[config.mk]
export PLATFORM = sky130hd
export DESIGN_NAME = uart_msg_tx
export DESIGN_NICKNAME = d
export VERILOG_FILES = /design/src/rtl/uart_msg_tx.sv
export SDC_FILE = /design/constraint.sdc
export NUM_CORES = 1
export LEC_CHECK = 0
export CAP_MARGIN = 20
export CORE_MARGIN = 2
export CORE_UTILIZATION = 50
export DETAILED_ROUTE_END_ITERATION = 7
export PLACE_DENSITY = 0.7
export SLEW_MARGIN = 10
export SYNTH_ARGS = -nofsm -noshare
export SYNTH_HDL_FRONTEND = slang
export SYNTH_SLANG_ARGS = --single-unit
[constraint.sdc]
create_clock -name clk -period 2.8 [get_ports clk]
set_input_delay 0.56 -clock clk [delete_from_list [all_inputs] [get_ports clk]]
set_output_delay 0.56 -clock clk [all_outputs]
set_load 0.05 [all_outputs]
[src/rtl/uart_msg_tx.sv]
// rtl/uart_msg_tx.sv - button-triggered UART 8N1 transmitter walking a registered-read byte RAM
module uart_msg_tx #(
    parameter int RAM_SIZE        = 16,
    parameter int CLK_FREQ        = 44,
    parameter int BAUD_RATE       = 115200,
    parameter int DEBOUNCE_CYCLES = 440000
) (
    input  logic                        clk,
    input  logic                        rst,
    input  logic                        BTNTX,
    output logic [$clog2(RAM_SIZE)-1:0] ram_rdaddr,
    input  logic [7:0]                  ram_dout,
    output logic                        tx_out,
    output logic                        busy
);
    localparam int AW       = $clog2(RAM_SIZE);
    localparam int BAUD_DIV = (CLK_FREQ * 1_000_000 + BAUD_RATE / 2) / BAUD_RATE;
    localparam int BW       = $clog2(BAUD_DIV + 1);
    localparam int DW       = $clog2(DEBOUNCE_CYCLES + 1);

    typedef enum logic [2:0] {
        S_IDLE, S_FETCH, S_WAIT, S_LOAD, S_START, S_DATA, S_STOP
    } state_t;

    logic [1:0]    r_sync;
    logic          r_btn_lvl;
    logic [DW-1:0] r_db_cnt;
    logic          r_trigger;

    state_t        r_state, w_state_next;
    logic [AW-1:0] r_addr, w_addr_next;
    logic [7:0]    r_shift, w_shift_next;
    logic [BW-1:0] r_baud_cnt, w_baud_cnt_next;
    logic [2:0]    r_bit_cnt, w_bit_cnt_next;
    logic          r_tx, w_tx_next;
    logic          w_baud_done;

    // Synchronise the raw button, debounce it, and pulse r_trigger on an accepted rising level.
    always_ff @(posedge clk) begin
        if (rst) begin
            r_sync    <= 2'b00;
            r_btn_lvl <= 1'b0;
            r_db_cnt  <= '0;
            r_trigger <= 1'b0;
        end else begin
            r_sync    <= {r_sync[0], BTNTX};
            r_trigger <= 1'b0;
            if (r_sync[1] == r_btn_lvl) begin
                r_db_cnt <= '0;
            end else if (r_db_cnt == DW'(DEBOUNCE_CYCLES - 1)) begin
                r_btn_lvl <= r_sync[1];
                r_db_cnt  <= '0;
                r_trigger <= r_sync[1];
            end else begin
                r_db_cnt <= r_db_cnt + DW'(1);
            end
        end
    end

    assign w_baud_done = (r_baud_cnt == BW'(BAUD_DIV - 1));

    // Next-state and datapath update; tx is computed one step ahead so the pin comes straight from a flop.
    always_comb begin
        w_state_next    = r_state;
        w_addr_next     = r_addr;
        w_shift_next    = r_shift;
        w_baud_cnt_next = '0;
        w_bit_cnt_next  = r_bit_cnt;
        w_tx_next       = r_tx;
        case (r_state)
            S_IDLE: begin
                w_addr_next = '0;
                w_tx_next   = 1'b1;
                if (r_trigger) begin
                    w_state_next = S_FETCH;
                end
            end
            S_FETCH: w_state_next = S_WAIT;
            S_WAIT:  w_state_next = S_LOAD;
            S_LOAD: begin
                if (ram_dout == 8'h00) begin
                    w_state_next = S_IDLE;
                    w_addr_next  = '0;
                end else begin
                    w_shift_next = ram_dout;
                    w_tx_next    = 1'b0;
                    w_state_next = S_START;
                end
            end
            S_START: begin
                if (w_baud_done) begin
                    w_tx_next      = r_shift[0];
                    w_bit_cnt_next = 3'd0;
                    w_state_next   = S_DATA;
                end else begin
                    w_baud_cnt_next = r_baud_cnt + BW'(1);
                end
            end
            S_DATA: begin
                if (w_baud_done) begin
                    w_shift_next = {1'b0, r_shift[7:1]};
                    if (r_bit_cnt == 3'd7) begin
                        w_tx_next    = 1'b1;
                        w_state_next = S_STOP;
                    end else begin
                        w_tx_next      = r_shift[1];
                        w_bit_cnt_next = r_bit_cnt + 3'd1;
                    end
                end else begin
                    w_baud_cnt_next = r_baud_cnt + BW'(1);
                end
            end
            S_STOP: begin
                if (w_baud_done) begin
                    if (r_addr == AW'(RAM_SIZE - 1)) begin
                        w_addr_next  = '0;
                        w_state_next = S_IDLE;
                    end else begin
                        w_addr_next  = r_addr + AW'(1);
                        w_state_next = S_FETCH;
                    end
                end else begin
                    w_baud_cnt_next = r_baud_cnt + BW'(1);
                end
            end
            default: begin
                w_state_next = S_IDLE;
                w_addr_next  = '0;
                w_tx_next    = 1'b1;
            end
        endcase
    end

    // State and datapath registers; reset abandons any frame and forces the line idle.
    always_ff @(posedge clk) begin
        if (rst) begin
            r_state    <= S_IDLE;
            r_addr     <= '0;
            r_shift    <= 8'h00;
            r_baud_cnt <= '0;
            r_bit_cnt  <= 3'd0;
            r_tx       <= 1'b1;
        end else begin
            r_state    <= w_state_next;
            r_addr     <= w_addr_next;
            r_shift    <= w_shift_next;
            r_baud_cnt <= w_baud_cnt_next;
            r_bit_cnt  <= w_bit_cnt_next;
            r_tx       <= w_tx_next;
        end
    end

    assign ram_rdaddr = r_addr;
    assign tx_out     = r_tx;
    assign busy       = (r_state != S_IDLE);

endmodule
# ---- Yosys cells after proc, flatten, opt, wreduce, memory -nomap -nowiden
# Cells that the tools add are included.
dict set report op_classes {
  n_eq_ne 19
  reduce_logical 17
  addsub 4
  mux 24
  bitwise 5
}
# op n
set ops {}
lappend ops {{2-to-1 mux 3 bit} 9}
lappend ops {{case mux 3 bit (7 select lines)} 1}
lappend ops {{adder 19 x 1 -> 19 bit (second input constant)} 1}
lappend ops {{== test 19 bit (second input constant)} 1}
lappend ops {{2-to-1 mux 8 bit} 2}
lappend ops {{!= test 2 bit (second input constant)} 8}
lappend ops {{case mux 8 bit (2 select lines)} 1}
lappend ops {{OR reduction 3 bit} 5}
lappend ops {{== test 3 bit (second input constant)} 4}
lappend ops {{2-to-1 mux 4 bit} 3}
lappend ops {{case mux 4 bit (3 select lines)} 1}
lappend ops {{adder 9 x 1 -> 9 bit (second input constant)} 1}
lappend ops {{== test 9 bit (second input constant)} 1}
lappend ops {{logical NOT 8 bit} 1}
lappend ops {{AND reduction 4 bit} 2}
lappend ops {{== test 3 x 2 -> 1 bit (second input constant)} 2}
lappend ops {{case mux 3 bit (2 select lines)} 1}
lappend ops {{AND reduction 3 bit} 2}
lappend ops {{2-to-1 mux 1 bit} 5}
lappend ops {{NOT 1 bit} 5}
lappend ops {{AND reduction 5 bit} 1}
lappend ops {{adder 4 x 1 -> 4 bit (second input constant)} 1}
lappend ops {{== test 4 bit (second input constant)} 1}
lappend ops {{case mux 1 bit (4 select lines)} 1}
lappend ops {{8 further kinds} 9}
dict set report totals {
  ff_bits 51
}

# ---- Logic depth before layout (Yosys ltp)
dict set report logic_depth {
  depth_word 4
  mapped_depth 7
  ltp_nobuf 6
}

# ---- Worst setup path before layout
# OpenSTA, ideal clock, no wires.
dict set report synth_path {
  path_kind {reg2reg}
  start {reg r_db_cnt[0]}
  end {reg r_db_cnt[16]}
  setup_slack_ns 0.872
  t_arrival_ns 1.862
  setup_time_ns 0.066
  required_ns 2.734
  path_stages_with_launch 7
  path_cell_list {dfxtp_1 ha_1 nand2_1 or4_1 buf_2 or3_1 a21oi_2}
}
dict set report synth_via {
  elab_chain_len 2
  elab_cells_between_ends 3
}
# item line
set synth_lines {}
lappend synth_lines {{start, declared} 27} ;# logic [DW-1:0] r_db_cnt;
lappend synth_lines {{start signal, assigned} 55} ;# r_db_cnt <= r_db_cnt + DW'(1);
lappend synth_lines {{parallel branches: the longest is 2 deep, another holds adder 19 x 1 -> 19 bit} n/a}
# Several ways; the timed one is not identified.
# A chain may end at the register's enable or synchronous reset.

# ---- Worst setup path in the final report
dict set report layout_path {
  start {reg r_state[0]}
  end {out busy}
}
dict set report layout_via {
  elab_chain_len 1
}
# item line
set layout_lines {}
lappend layout_lines {{start, declared} 30} ;# state_t r_state, w_state_next;
lappend layout_lines {{start signal, assigned} 144} ;# r_state <= w_state_next;
lappend layout_lines {{nonzero test 3 bit} 155} ;# assign busy = (r_state != S_IDLE);
lappend layout_lines {{end, declared} 14} ;# output logic busy
# No other way between the ends.

==> impl_metrics.ini <==
[floorplanning]
pin_count = 17
start_util_pct = 52.50
rows = 25
die_w_microns = 74.89
fp.dieH_microns = 74.89
core_area_sq_um = 4786
die_area_sq_um = 5608

[worst_setup_path]
crit_fanout = 15
worstPathRequired_ns = 2.24
worst-setup-path-type = flip-flop to output port
worstPathArrival_ns = 1.92
crit_path_end = busy
start_kind = flip-flop
critPathLaunch = r_state[0]$_SDFFE_PP0P_
r2r_end = r_db_cnt[18]$_SDFF_PP0_
worstSetupEndpointType = output port
reg2reg_from = r_db_cnt[0]$_SDFF_PP0_
r2r_slack_ns = 0.64
ff2ff_path_depth = 5

[logic_synthesis]
syn-num-nets = 314
synth_area_leaders = dfxtp_1 41%, nor2_1 4.2%, xor2_1 4.2%
synth_area_per_cell_sq_um = 8.459
synthesis.area_sq_um = 2512
synth-main-ff-cell = dfxtp_1
synth_edf_count = 0
async_flop_share_pct = 0
yosysSeqAreaShare_pct = 40.64
synth_commonest_cells = 51 x dfxtp_1, 28 x nor2_1, 19 x nor3_1
synth-seq-cells = 51
postSynthCellCount = 297
synth_cell_types = 48
yosysMostFrequentCell = dfxtp_1
synth_top_area_share_pct = 40.64
yosys_warnings = 0
synth_largest_area_cell = dfxtp_1

[pwr]
cellLeakagePower_nw = 0.8999
swShare_pct = 32.50
cellPowerDensity_nw_per_um2 = 645.8
netSwitchingPower_uw = 596.6
p_int_mw = 1.239
report.power.total_mw = 1.836
peakVddDrop_mv = 0.3337
clockPowerShare_pct = 27.5
power_frac_seq_pct = 46.5
comb_power_share_pct = 26.0

[final_layout]
fin_nets = 327
diodes = 0
n_fill_cell = 441
post-route-util_pct = 59.40
regArea_sq_um = 1021
multi_input_area_sq_um = 1409
synthToLayoutAreaGrowth_pct = 13.15
drive_gt1_share_pct = 5.466
stdcell_area_sq_um = 2843

[clock_tree]
root_buffer = clkbuf_8
cts_tree = built
htreeDepth = 2
clk_latency_ns = 0.30
post_cts_buffers = 0
hold_buffers = 0
cts_buffers = 5
clk_pin_slew_ns = 0.09
cts_sinks = 51
cts.path.max_buffers = 2
cts_resized = 0

[sta]
setup_tns_ns = 0
layout_worst_path_cycle_share_pct = 88.63
finalHoldViolCount = 0
worst_pin_slew_ns = 0.6964
skew_ns = 0.005537
slew_headroom_pct = 53.14
rsz0062_at_grt = no
setup_viol = 0
min_period_ns = 2.482
layout_setup_ws_ns = 0.3182
max_freq_ghz = 0.4029
finalMaxSlewViolations = 0

[placement]
port_buffers = 16
gp_congestion = 0.8374
dp_hpwl_mm = 3.404
preCtsSetupSlack_ns = 0.3058
placed_area_sq_um = 2730

[grt]
grt_use_total_pct = 18.70
grt_max_degree = 26
grt_pass1_vias = 1861
overflow = 0
grt_antenna_before_repair = 0
grt_pass1_wl_mm = 8.259

[routing]
viasPerCell = 5.661
drt-initial-drc-count = 92
drtAntennaViolNets = 0
drc = 0
via_count = 2140
post_drt_wl_per_cell_microns = 12.61
drt-pass1-iter-count = 4
wl_mm = 4.766

[run_status]
status = finished, final reports clean

[hold_path]
hp-class = flip-flop to flip-flop

[flow_run]
cap_viol_max_count = 0
==> state kept, by name (all words and copies together) (netlist names) <==
name        flops
r_shift         8
ram_rdaddr      4
r_btn_lvl       1
r_db_cnt       19
r_sync          2
r_baud_cnt      9
r_state         3
r_bit_cnt       3
tx_out          1
r_trigger       1
==> logic make-up (layout without fill, tap and decap cells) <==
family	after synthesis	in the layout	synth area share, %
AOI/OAI and AO/OA	51	51	13.55
xor gates and xnor gates	18	18	6.275
adders and majority gates	6	6	2.988
buffers and inverters	21	35	3.287
DFF	51	51	40.64
muxes	3	3	1.245
and+or+nand+nor	147	147	32.02
==> critical path, cell delays in order (launching register included) <==
cell,delay [ns]
dfxtp_1,0.60
or3_1,0.21
clkdlybuf4s50_1,0.81
==> metal layers <==
| metal | global-route usage, % | part of all wire, % | wire [microns] | vias to the layer above |
|---|---|---|---|---|
| li1 | - | - | - | 1106 |
| met3 | 2.811 | 4.2 | 198 | 5 |
| met4 | 5.952 | 1.2 | 55 | 0 |
| met2 | 28.27 | 43 | 2041 | 48 |
| met1 | 27.49 | 52 | 2470 | 981 |
| met5 | 0 | 0 | 0 | - |
==> how the worst min path moves through the flow <==
| stage | from | end | slack, ns | depth (start not counted) |
|---|---|---|---|---|
| detailed placement | r_sync[0]$_SDFF_PP0_ | r_sync[1]$_SDFF_PP0_ | 0.45 | 1 |
| finish | r_sync[0]$_SDFF_PP0_ | r_sync[1]$_SDFF_PP0_ | 0.46 | 1 |
| global route | r_sync[0]$_SDFF_PP0_ | r_sync[1]$_SDFF_PP0_ | 0.47 | 1 |
| floorplan | r_sync[0]$_SDFF_PP0_ | r_sync[1]$_SDFF_PP0_ | 0.41 | 1 |
| CTS | r_bit_cnt[1]$_SDFFE_PP0P_ | r_bit_cnt[1]$_SDFFE_PP0P_ | 0.46 | 2 |
| global placement | r_sync[0]$_SDFF_PP0_ | r_sync[1]$_SDFF_PP0_ | 0.42 | 1 |
==> cell usage in the layout, fill, tap and decap left out, types with 7 or more instances in the layout <==
master	instances
or3_1	7
or4_1	7
nor3_1	19
nand3_1	18
nand2_1	18
nor2_1	28
inv_1	7
a21oi_1	18
o21ai_0	7
a221oi_1	7
nand4_1	11
clkdlybuf4s50_1	16
and2_1	7
dfxtp_1	51
xor2_1	12
==> layout make-up <==
| cell class | instances | area share [%] |
|---|---|---|
| multi-input combinational | 225 | 49.56 |
| tap | 67 | 2.949 |
| sequential | 51 | 35.92 |
| clock inverter | 3 | 1.540 |
| timing repair buffer | 20 | 6.690 |
| inverter | 7 | 0.9243 |
| clock buffer | 5 | 2.421 |
==> per-stage QoR <==
stage / hold slack (ns) / instances
6_report: 0.4591 / 378
5_1_grt: 0.4699 / 378
4_1_cts: 0.4618 / 378
3_5_place_dp: 0.4463 / 370
3_3_place_gp: 0.4190 / 370
2_1_floorplan: 0.4138 / 297
==> power groups by stage <==
| stage | combinational (mW) | sequential, mW | clock [mW] |
|---|---|---|---|
| global route | 0.526 | 0.863 | 0.544 |
| finish | 0.477 | 0.854 | 0.505 |
| detailed placement | 0.474 | 0.867 | 0 |
| CTS | 0.476 | 0.853 | 0.520 |
| floorplan | 0.395 | 0.827 | 0 |
| global placement | 0.472 | 0.868 | 0 |
(Power assumes the default switching activity.)
